[src/rtl/ksa_pkg.sv]
// Shared definitions for the Kogge-Stone adder/subtractor family:
// generate/propagate pair type and the associative prefix operator.
package ksa_pkg;

  localparam int N_DEF     = 16;
  localparam int LOG2N_DEF = $clog2(N_DEF);

  typedef struct packed {
    logic g;
    logic p;
  } gp_t;

  // (G,P) o (G',P') = (G | P&G', P&P'); hi is the more significant span.
  function automatic gp_t gp_combine(input gp_t hi, input gp_t lo);
    gp_t r;
    r.g = hi.g | (hi.p & lo.g);
    r.p = hi.p & lo.p;
    return r;
  endfunction

endpackage

[src/rtl/ksa_prefix_net.sv]
// Combinational log2(N)-level Kogge-Stone carry network with carry-in.
// Shared between the adder and the subtractor.
module ksa_prefix_net
  import ksa_pkg::*;
#(
  parameter int N = N_DEF
) (
  input  logic [N-1:0] g,
  input  logic [N-1:0] p,
  input  logic         c0,
  output logic [N:0]   c
);

  localparam int LOG2N = $clog2(N);

  logic [N:0] gv;
  logic [N:0] pv;
  logic [N:0] gn;
  logic [N:0] pn;
  gp_t        node;

  // Position 0 carries c0 as a generate with propagate 0; position j+1 is bit j.
  always_comb begin
    gv   = {g, c0};
    pv   = {p, 1'b0};
    gn   = gv;
    pn   = pv;
    node = '0;
    for (int l = 0; l < LOG2N; l++) begin
      for (int j = N; j >= (1 << l); j--) begin
        node  = gp_combine(gp_t'{gv[j], pv[j]}, gp_t'{gv[j-(1<<l)], pv[j-(1<<l)]});
        gn[j] = node.g;
        pn[j] = node.p;
      end
      gv = gn;
      pv = pn;
    end
    c[N-1:0] = gv[N-1:0];
    // After log2(N) levels the top span reaches bit 0 but not the carry-in slot.
    c[N] = gv[N] | (pv[N] & c0);
  end

endmodule

[src/rtl/ksa_sub_pipe.sv]
// Three-stage pipelined Kogge-Stone subtractor (a - b - bin) with
// valid/ready flow control; each stage refills as soon as it is drained.
module ksa_sub_pipe
  import ksa_pkg::*;
#(
  parameter int N = N_DEF
) (
  input  logic         clk,
  input  logic         rst_n,
  input  logic         in_valid,
  output logic         in_ready,
  input  logic [N-1:0] a,
  input  logic [N-1:0] b,
  input  logic         bin,
  output logic         out_valid,
  input  logic         out_ready,
  output logic [N-1:0] diff,
  output logic         bout
);

  logic         vld_p0;
  logic         vld_p1;
  logic         vld_p2;
  logic         adv_p0;
  logic         adv_p1;
  logic         adv_p2;
  logic [N-1:0] b_inv;
  logic [N-1:0] g_p0;
  logic [N-1:0] p_p0;
  logic         c0_p0;
  logic [N:0]   carry_c;
  logic [N:0]   carry_p1;
  logic [N-1:0] p_p1;

  assign b_inv = ~b;

  // Ready chain runs back from the consumer; a stage loads when empty or draining.
  assign adv_p2    = ~vld_p2 | out_ready;
  assign adv_p1    = ~vld_p1 | adv_p2;
  assign adv_p0    = ~vld_p0 | adv_p1;
  assign in_ready  = adv_p0;
  assign out_valid = vld_p2;

  always_ff @(posedge clk or negedge rst_n) begin
    if (!rst_n) begin
      vld_p0 <= 1'b0;
      vld_p1 <= 1'b0;
      vld_p2 <= 1'b0;
    end else begin
      if (adv_p0) vld_p0 <= in_valid;
      if (adv_p1) vld_p1 <= vld_p0;
      if (adv_p2) vld_p2 <= vld_p1;
    end
  end

  // ---- stage 1: generate/propagate of a + ~b + ~bin ----
  always_ff @(posedge clk) begin
    if (adv_p0 && in_valid) begin
      g_p0  <= a & b_inv;
      p_p0  <= a ^ b_inv;
      c0_p0 <= ~bin;
    end
  end

  ksa_prefix_net #(
    .N (N)
  ) u_prefix (
    .g  (g_p0),
    .p  (p_p0),
    .c0 (c0_p0),
    .c  (carry_c)
  );

  // ---- stage 2: prefix carries ----
  always_ff @(posedge clk) begin
    if (adv_p1 && vld_p0) begin
      carry_p1 <= carry_c;
      p_p1     <= p_p0;
    end
  end

  // ---- stage 3: sum and borrow, driven straight from flops ----
  always_ff @(posedge clk or negedge rst_n) begin
    if (!rst_n) begin
      diff <= '0;
      bout <= 1'b0;
    end else if (adv_p2 && vld_p1) begin
      diff <= p_p1 ^ carry_p1[N-1:0];
      bout <= ~carry_p1[N];
    end
  end

endmodule

[config.mk]
export PLATFORM = sky130hd
export DESIGN_NAME = ksa_sub_pipe
export DESIGN_NICKNAME = d
export VERILOG_FILES = /design/src/rtl/ksa_pkg.sv /design/src/rtl/ksa_prefix_net.sv /design/src/rtl/ksa_sub_pipe.sv
export SDC_FILE = /design/constraint.sdc
export NUM_CORES = 1
export LEC_CHECK = 0
export CORE_ASPECT_RATIO = 0.6
export CORE_MARGIN = 5
export CORE_UTILIZATION = 45
export CTS_CLUSTER_SIZE = 24
export DETAILED_ROUTE_END_ITERATION = 7
export HOLD_SLACK_MARGIN = 0.06
export PLACE_DENSITY = 0.68
export SLEW_MARGIN = 20
export SYNTH_ARGS = -nofsm -noshare
export SYNTH_HDL_FRONTEND = slang
export SYNTH_HIERARCHICAL = 1
export SYNTH_SLANG_ARGS = --single-unit
[constraint.sdc]
create_clock -name clk -period 10.4 [get_ports clk]
set_input_delay 2.08 -clock clk [delete_from_list [all_inputs] [get_ports clk]]
set_output_delay 2.08 -clock clk [all_outputs]
set_load 0.05 [all_outputs]
==> metrics.md, run 1 <==
| Metric | Value |
|---|---|
| GRT Max-Usage Layer | met2 |
| Syn Area/Cell | about 14 um2 |
| Wire per inst | between 10 and 15 um |
| Final hold violation count | 0 |
| TritonRoute pass-1 iters | 4 |
| Power share of the clock group | 0.344 |
| Most frequent cells in the layout | edfxtp_1, clkdlybuf4s50_1, o21ai_1 |
| LEAKAGE | between 1.5 and 2 nW |
| RSZ-0062 raised after global routing | false |
| Total power | around 0.97 mW |
| Most common cell after layout, fill and taps aside | edfxtp_1 |
| Post-Syn Nets | between 300 and 400 |
| Root buf cell | clkbuf_16 |
| Post-DRT Antenna Nets | 0 |
| GR Layer Usage met3 | 0.0612 |
| Reg-to-reg slack, setup | 8460 ps |
| Yosys warns | 6 |
| Post-detail-place hpwl | between 4000 and 5000 um |
| Cells after Synth | around 250 |
| Vias in the first global route | between 2k and 2.5k |
| CP arrival | ~3900 ps |
| Final Non-Filler Cells | 424 |
| Critical Path Fanout Max | 22 |
| Crit-path cells | clkdlybuf4s50_1 > nor2b_4 > nand3_1 > clkdlybuf4s50_1 |
| Mapped Area | between 0.003 and 0.004 mm2 |
| Slowest cell on crit path | clkdlybuf4s50_1 |
| Worst setup SP type | primary input |
| Num ports | 56 |
| Met1 Use GR | 0.174 |
| CP peak stage delay | around 730 ps |
| Count of final setup violators | 0 |
| Area growth from synthesis to layout | 27.4% |
| Part of the power in registers | 0.463 |
| First-pass GRT wire length | 10300 um |
| Clock Sinks | 86 |
| Die Wd | between 100 and 150 um |
| Crit. End Element | primary output |
| Clock Skew | approximately 5.3 ps |
| CTS tree | yes |
| Achievable clock frequency | roughly 0.17 GHz |
| Post-CTS Hold Buffers | 0 |
| Tightest Pin Transition | approximately 530 ps |
| Worst path most repeated cell | clkdlybuf4s50_1 |
| FP Rows | 25 |
| Wirelength, routed | 6210 um |
| Setup bufs post-CTS | 0 |
| Outcome | complete, no violations |
| Sequential area share after synthesis | 0.698 |
| Seq cells post-synth | 86 |
| Period utilisation layout | 0.573 |
| Worst hold slack | around 420 ps |
| Fin crit period | between 5000 and 6000 ps |
| Worst VDD drop | around 0.095 mV |
| Met2 Resource Use GR | 0.207 |
| Max cap viols | 0 |
| DIE HEIGHT | slightly below 80 um |
| Clk buf depth | 2 |
| Gr ovfl total | 0 |
| Max-Slew Margin vs Limit | 0.642 |
| Gr usage total | 0.137 |
| Synth unique cells | 44 |
| H-tree Lvls | 3 |
| Nets | ~360 |
| Vias per cell | slightly above 5 |
| Slew Viols, Final | 0 |
| Sw frac | 0.275 |
| Internal power | about 0.70 mW |
| Layout cell share with drive strength beyond 1 | 0.0918 |
| Drt drc | 0 |
| TNS Setup | 0 ps |
| Required time worst endpoint | 8320 ps |
| Port buffer count | 55 |
| Clock transition at the registers of the reported paths | 60 ps |
| Starting Density | 0.457 |
| Die area | about 0.01 mm2 |
| Power Density | approximately 210 mW/mm2 |
| Initial DRC count | about 110 |
| # resized after CTS | 0 |
| Clk Latency, worst-skew pair | around 340 ps |
| Initial antenna violation count | 0 |
| Psw | around 0.27 mW |
| CTS buffer count | 9 |
| Worst min-delay path class | reg -> reg |
| Core Area | about 0.008 mm2 |
| GPL Wtd Cong | ~0.87 |
| Antenna Cells | 0 |
| Via count | 2154 |
| Largest net degree at the start of global routing | 34 |
| Setup CP Type | in -> out |
| Cells after DPL | 408 |
| Combinational power share | 0.193 |
[final timing paths]
kind	startpoint	endpoint	cells after the start
worst min register to register	carry_p1[16]$_DFFE_PP_	bout$_DFFE_PN0P_	1
worst max register to register	p_p0[2]$_DFFE_PP_	carry_p1[10]$_DFFE_PP_	4
worst max-delay path	out_ready	in_ready	4
worst min-delay path	carry_p1[16]$_DFFE_PP_	bout$_DFFE_PN0P_	1
max in group asynchronous	rst_n	diff[3]$_DFFE_PN0P_	1
min in group asynchronous	rst_n	out_valid$_DFFE_PN0P_	1
[area by class of cell]
| cell class | count | area (um2) |
|---|---|---|
| fill | 618 | 3260 |
| sequential | 86 | 2480 |
| multi-input combinational | 136 | 960 |
| timing repair buffer | 57 | 561 |
| clock buffer | 10 | 229 |
| tap | 108 | 135 |
| clock inverter | 6 | 86.3 |
| inverter | 21 | 78.8 |
[synthesized netlist by cell type, drive strengths merged]
cell,number,area share
o31ai,2,0.0042
nand2,8,0.0084
nor2b,2,0.0056
dfrtp,20,0.14
a221o,2,0.0060
a211o,1,0.0025
o211ai,2,0.0042
and2,1,0.0018
a21oi,5,0.0070
o21a,1,0.0021
buf,4,0.0098
clkbuf,1,0.0014
a21boi,1,0.0021
nand3b,1,0.0021
or2,1,0.0018
a41o,1,0.0032
a211oi,1,0.0021
a311oi,1,0.0025
o22ai,2,0.0035
o21ai,37,0.053
and3,1,0.0021
a31o,1,0.0025
edfxtp,66,0.56
nor2,8,0.0084
a22oi,1,0.0021
ha,16,0.056
o21bai,1,0.0021
nor3,7,0.0098
inv,21,0.022
nand4,1,0.0018
xnor2,16,0.039
nand3,3,0.0042
a21o,9,0.020
a221oi,1,0.0025
nand2b,2,0.0056
[worst max-delay path, delay by kind of cell]
family | cells | cell delay [ps]
buffers and inverters | 2 | 1170
AND/OR/NAND/NOR | 2 | 610
[metrics by stage]
stage / area (um2) / worst slack [ps] / util
2_1_floorplan: 3560 / 5180 / -
4_1_cts: 4540 / 4440 / 0.582
6_report: 4530 / 4440 / 0.582
3_3_place_gp: 4220 / 4470 / 0.542
5_1_grt: 4530 / 4350 / 0.582
3_5_place_dp: 4220 / 4440 / 0.542
[layer usage]
metal	vias to the layer above	wire length [um]
li1	1048	-
met1	1022	2820
met2	70	2830
met3	14	453
met4	0	106
met5	-	0
[cell families (layout without fill, tap and decap cells)]
group / count (synthesis) / in the layout / synth area share
buf+inv: 26 / 94 / 0.0334
compound gates: 69 / 69 / 0.121
simple gates: 35 / 35 / 0.0517
fa+ha+maj: 16 / 16 / 0.0563
xor+xnor: 16 / 16 / 0.0394
flops: 86 / 86 / 0.698
[flip-flops by register name, summed over array words and instances (netlist names)]
name / count
g_p0: 16
diff: 16
out_valid: 1
p_p1: 16
c0_p0: 1
p_p0: 16
vld_p1: 1
carry_p1: 17
bout: 1
vld_p0: 1
[power groups by stage]
stage / clock [mW] / sequential (mW) / combinational (mW)
2_1_floorplan: 0 / 0.513 / 0.0596
3_3_place_gp: 0 / 0.456 / 0.186
3_5_place_dp: 0 / 0.457 / 0.189
4_1_cts: 0.342 / 0.450 / 0.190
5_1_grt: 0.360 / 0.454 / 0.201
6_report: 0.334 / 0.449 / 0.187
No activity file was read; power rests on OpenSTA's default activity.
==> inputs of run 2 (changes only) <==
- clock period: 10.4 -> 5.9 ns (I/O delays scaled with it)
==> run 2 against run 1 <==
Net effect: flip-flop and latch count stayed put; count of clock-buffer cells in the layout is the same; worst setup slack got worse by 2700 ps; power up 77%; routed wire length decreased by 0.35%; combinational power increased by 76%; clock power increased by 77%; critical path type unchanged; critical endpoint unchanged; largest power group unchanged.
==> metrics.md, run 2 (same netlist as run 1, synthesis figures left out) <==
| Metric | Value |
|---|---|
| Final Cell Area | 0.00454 mm2 (+0.11%) |
| Starting Density | 0.457 (unchanged) |
| Tightest Pin Transition | 902 ps (+369 ps) |
| Max-Slew Margin vs Limit | 0.397 (-0.245) |
| Slew Viols, Final | 0 (unchanged) |
| Num ports | 56 (unchanged) |
| Clock transition at the registers of the reported paths | 60 ps (about the same) |
| LEAKAGE | 1.75 nW (about the same) |
| Vias in the first global route | 2113 (+0.43%) |
| Die area | 0.00984 mm2 (unchanged) |
| # resized after CTS | 0 (unchanged) |
| Met3 WL | 353 um (-22%) |
| Core Area | 0.00779 mm2 (unchanged) |
| Placement Setup Slack | 1720 ps (-2720 ps) |
| Period utilisation layout | 0.706 |
| Initial antenna violation count | 0 (unchanged) |
| GPL Wtd Cong | 0.868 (-0.45%) |
| Clk buf depth | 2 (unchanged) |
| Wirelength, routed | 6190 um (-0.35%) |
| Count of final setup violators | 0 (unchanged) |
| CTS tree | yes |
| Vias per cell | 5.06 (-0.42%) |
| Max cap viols | 0 (unchanged) |
| Layout cell share with drive strength beyond 1 | 0.0854 (-0.00633) |
| Area growth from synthesis to layout | 27.5% |
| Area of the multi-input gates | 960 um2 (unchanged) |
| Worst min-delay path class | reg -> reg |
| Worst VDD drop | 0.168 mV (+77%) |
| DIE HEIGHT | 78.9 um (unchanged) |
| Fin crit period | ~4200 ps |
| Initial DRC count | 149 (+31%) |
| Wire per inst | 14.6 um (-0.35%) |
| Cells after DPL | 408 (unchanged) |
| Post-CTS Hold Buffers | 0 (unchanged) |
| TNS Setup | 0 ps (unchanged) |
| Setup crit end | in_ready |
| Highest metal layer with signal wires | met4 |
| Via count | 2145 (-0.42%) |
| Worst setup SP type | primary input |
| Post-detail-place hpwl | 4390 um (-1.3%) |
| Antenna Cells | 0 (unchanged) |
| CP arrival | 2980 ps (-900 ps) |
| Met1 wire length | 2940 um (+4.5%) |
| Most frequent cells in the layout | edfxtp_1, clkdlybuf4s50_1, o21ai_1 |
| FP Rows | 25 (unchanged) |
| Setup bufs post-CTS | 0 (unchanged) |
| Post-DRT Antenna Nets | 0 (unchanged) |
| Clk Latency, worst-skew pair | 330 ps (about the same) |
| CP Launch Point | out_ready |
| Placed Area | 0.00422 mm2 (unchanged) |
| Required time worst endpoint | 4720 ps (-3600 ps) |
| Met2 wire length | 2850 um (+0.60%) |
| Final-layout fill cell count | 621 (+0.49%) |
| Drt drc | 0 (unchanged) |
| Root buf cell | clkbuf_16 |
| Port buffer count | 55 (unchanged) |
| Nets | 364 (unchanged) |
| Max reg flops | 17 (unchanged) |
| Reg-to-reg slack, setup | 3980 ps (-4480 ps) |
| TritonRoute pass-1 iters | 4 (unchanged) |
| Cells on worst reg2reg path | 4 (unchanged) |
| Worst Setup Slack, final | 1740 ps (-2710 ps) |
| Largest net degree at the start of global routing | 34 (unchanged) |
| CTS buffer count | 9 (unchanged) |
| Gr ovfl total | 0 (unchanged) |
| Reg area | 0.00248 mm2 (unchanged) |
| Power Density | 378 mW/mm2 (+76%) |
| Crit. End Element | primary output |
| H-tree Lvls | 3 (unchanged) |
| Most common cell after layout, fill and taps aside | edfxtp_1 |
| Total power | 1.71 mW (+77%) |
| Achievable clock frequency | between 0.2 and 0.25 GHz |
| Gr usage total | 0.137 (-0.000292) |
| Clock Sinks | 86 (unchanged) |
| RSZ-0062 raised after global routing | false |
| First-pass GRT wire length | 10300 um (+0.40%) |
| Worst R2R End | carry_p1[10]$_DFFE_PP_ |
| Setup CP Type | in -> out |
| Die Wd | 125 um (unchanged) |
| Critical Path Fanout Max | 22 (unchanged) |
| Outcome | complete, no violations |
| Register name with the most flops | carry_p1 |
| Clock Skew | 6.37 ps (+1.10 ps) |
| Final Non-Filler Cells | 424 (unchanged) |
| Final hold violation count | 0 (unchanged) |
| Reg2reg start | p_p0[2]$_DFFE_PP_ |
-- run 2: cell types whose count changed in the layout (fill, tap and decap cells not counted), sizes merged --
| cell | previous run | this run |
|---|---|---|
| clkinvlp | 1 | 0 |
| clkinv | 3 | 4 |
| clkdlybuf4s50 | 54 | 55 |
| buf | 3 | 2 |
-- run 2: worst max-delay path, cell delays in order --
cell,delay (ps)
clkdlybuf4s50_1,440
nor2b_4,420
nand3_1,200
clkdlybuf4s50_1,740
-- run 2: area by class of cell --
| type | count | share of cell area |
|---|---|---|
| clock buffers | 10 | 0.0505 |
| clock inverters | 6 | 0.0190 |
| inverters | 21 | 0.0174 |
| multi-input cells | 136 | 0.212 |
| flip-flops and latches | 86 | 0.547 |
| well taps | 108 | 0.0298 |
| repair buffers | 57 | 0.125 |
-- run 2: where the power goes --
| part | switching, mW | total (mW) | internal [mW] |
|---|---|---|---|
| Clock | 0.222 | 0.592 | 0.370 |
| Sequential | 0.0470 | 0.791 | 0.744 |
| Combinational | 0.204 | 0.330 | 0.126 |
-- run 2: worst min path at each step --
stage                           startpoint               end  slack, ps  cells after the start
finish              carry_p1[16]$_DFFE_PP_  bout$_DFFE_PN0P_        440                      1
global route        carry_p1[16]$_DFFE_PP_  bout$_DFFE_PN0P_        470                      1
CTS                 carry_p1[16]$_DFFE_PP_  bout$_DFFE_PN0P_        450                      1
detailed placement  carry_p1[16]$_DFFE_PP_  bout$_DFFE_PN0P_        440                      1
global placement    carry_p1[16]$_DFFE_PP_  bout$_DFFE_PN0P_        410                      1
floorplan           carry_p1[16]$_DFFE_PP_  bout$_DFFE_PN0P_        400                      1
-- run 2: metrics by stage --
step,hold WS [ps],util
finish,443,0.582
global route,466,0.582
CTS,451,0.582
detailed placement,443,0.542
global placement,409,0.542
floorplan,400,-
-- run 2: per-layer routing --
layer / track usage / vias to the layer above
met4: 0.0460 / 0
li1: - / 1048
met5: 0 / -
met1: 0.183 / 1029
met2: 0.206 / 64
met3: 0.0551 / 4
==> inputs of run 3 (changes only) <==
- clock period: 5.9 -> 3.95 ns (I/O delays scaled with it)
==> run 3 against run 2 <==
Net effect: register-to-register slack got worse by 2000 ps; combinational power increased by 50%; final cell count is 0.24% higher; sequential power is 49% higher; worst setup slack lost 850 ps; critical endpoint unchanged; largest cell class unchanged.
==> metrics.md, run 3 (same netlist as run 1, synthesis figures left out) <==
| Metric | Value |
|---|---|
| Cells after DPL | 409 (+0.25%) |
| Achievable clock frequency | around 0.33 GHz |
| Clock Skew | 4.43 ps (-1.94 ps) |
| GPL Wtd Cong | 0.819 (-5.7%) |
| # resized after CTS | 0 (unchanged) |
| Port buffer count | 55 (unchanged) |
| Tightest Pin Transition | 890 ps (-11.7 ps) |
| LEAKAGE | 1.74 nW (-0.49%) |
| Layout cell share with drive strength beyond 1 | 0.0852 (-0.000270) |
| Critical Path Fanout Max | 3 (-86%) |
| DIE HEIGHT | 78.9 um (unchanged) |
| Slew Viols, Final | 0 (unchanged) |
| Fin crit period | a little over 3000 ps |
| Register name with the most flops | carry_p1 |
| Num ports | 56 (unchanged) |
| Setup CP Type | in -> out |
| Required time worst endpoint | 3160 ps (-1560 ps) |
| Final Cell Area | 0.00452 mm2 (-0.33%) |
| Worst setup SP type | primary input |
| Post-DRT Antenna Nets | 0 (unchanged) |
| Via count | 2112 (-1.5%) |
| Core Area | 0.00779 mm2 (unchanged) |
| Starting Density | 0.457 (unchanged) |
| Outcome | complete, no violations |
| Wirelength, routed | 6350 um (+2.7%) |
| Crit. End Element | primary output |
| Final hold violation count | 0 (unchanged) |
| Die area | 0.00984 mm2 (unchanged) |
| Most frequent cells in the layout | edfxtp_1, clkdlybuf4s50_1, o21ai_1 |
| RSZ-0062 raised after global routing | false |
| Post-CTS Hold Buffers | 0 (unchanged) |
| Area growth from synthesis to layout | 27.1% |
| Clock Sinks | 86 (unchanged) |
| Max reg flops | 17 (unchanged) |
| Antenna Cells | 0 (unchanged) |
| Period utilisation layout | 0.775 |
| Final Non-Filler Cells | 425 (+0.24%) |
| CTS buffer count | 9 (unchanged) |
| Root buf cell | clkbuf_16 |
| Die Wd | 125 um (unchanged) |
| Initial DRC count | 135 (-9.4%) |
| CP arrival | 2270 ps (-710 ps) |
| Max cap viols | 0 (unchanged) |
| Gr usage total | 0.139 (+0.00196) |
| Nets | 365 (+0.27%) |
| Worst VDD drop | 0.254 mV (+51%) |
| Worst min-delay path class | reg -> reg |
| Largest net degree at the start of global routing | 34 (unchanged) |
| H-tree Lvls | 3 (unchanged) |
| Gr ovfl total | 0 (unchanged) |
| Setup bufs post-CTS | 0 (unchanged) |
| Vias in the first global route | 2155 (+2.0%) |
| Power Density | 552 mW/mm2 (+46%) |
| TNS Setup | 0 ps (unchanged) |
| Max-Slew Margin vs Limit | 0.405 (+0.00782) |
| Initial antenna violation count | 0 (unchanged) |
| Drt drc | 0 (unchanged) |
| Clk Latency, worst-skew pair | 330 ps (about the same) |
| Placed Area | 0.00423 mm2 (+0.18%) |
| Post-detail-place hpwl | 4490 um (+2.3%) |
| Total power | 2.49 mW (+46%) |
| FP Rows | 25 (unchanged) |
| Clk buf depth | 2 (unchanged) |
| First-pass GRT wire length | 10500 um (+2.2%) |
| Most common cell after layout, fill and taps aside | edfxtp_1 |
| Vias per cell | 4.97 (-1.8%) |
| CTS tree | yes |
| TritonRoute pass-1 iters | 4 (unchanged) |
| Wire per inst | 15.0 um (+2.5%) |
| Clock transition at the registers of the reported paths | 60 ps (about the same) |
| Count of final setup violators | 0 (unchanged) |
==> run 3: cell count changes in the layout (fill, tap and decap cells not counted), sizes merged <==
cell and delta:
clkinvlp +1, clkbuf +1, buf +1, bufinv -1, clkinv -1
==> run 3: per-layer routing <==
| layer | vias to the layer above | part of all wire | track usage |
|---|---|---|---|
| met1 | 995 | 0.47 | 0.175 |
| li1 | 1044 | - | - |
| met5 | - | 0 | 0 |
| met4 | 0 | 0.019 | 0.0602 |
| met3 | 14 | 0.061 | 0.0551 |
| met2 | 59 | 0.45 | 0.215 |
==> run 3: area by class of cell <==
class / instances / area [um2]
Clock buffer: 11 / 243
Sequential cell: 86 / 2480
Timing Repair Buffer: 58 / 573
Multi-Input combinational cell: 136 / 960
Tap cell: 108 / 135
Inverter: 21 / 78.8
Clock inverter: 5 / 50.0
Fill cell: 636 / 3270
==> run 3: final timing paths <==
| path | startpoint | endpoint | slack, ps | cells after the start |
|---|---|---|---|---|
| setup / recovery | out_ready | in_ready | 890 | 4 |
| hold / removal | carry_p1[16]$_DFFE_PP_ | bout$_DFFE_PN0P_ | 420 | 1 |
| setup reg to reg | p_p0[2]$_DFFE_PP_ | carry_p1[10]$_DFFE_PP_ | 2020 | 4 |
| hold reg to reg | carry_p1[16]$_DFFE_PP_ | bout$_DFFE_PN0P_ | 420 | 1 |
| max in group asynchronous | rst_n | diff[10]$_DFFE_PN0P_ | 2440 | 1 |
| min in group asynchronous | rst_n | diff[4]$_DFFE_PN0P_ | 970 | 1 |
==> run 3: stage by stage <==
step	utilization	hold slack, ps	worst slack (ps)
3_3_place_gp	0.543	409	899
3_5_place_dp	0.543	417	886
4_1_cts	0.581	425	881
6_report	0.581	420	890
5_1_grt	0.581	443	859
2_1_floorplan	-	400	20.0
==> run 3: report_power, final <==
group          total [mW]  internal, mW  switching, mW
clock               0.815         0.501          0.313
combinational       0.496         0.189          0.307
sequential           1.18          1.11         0.0721
==> run 3: worst max-delay path, cell delays in order <==
cell	delay [ps]
clkdlybuf4s50_1	500
nor2b_4	50
nand3_1	100
clkdlybuf4s50_1	820
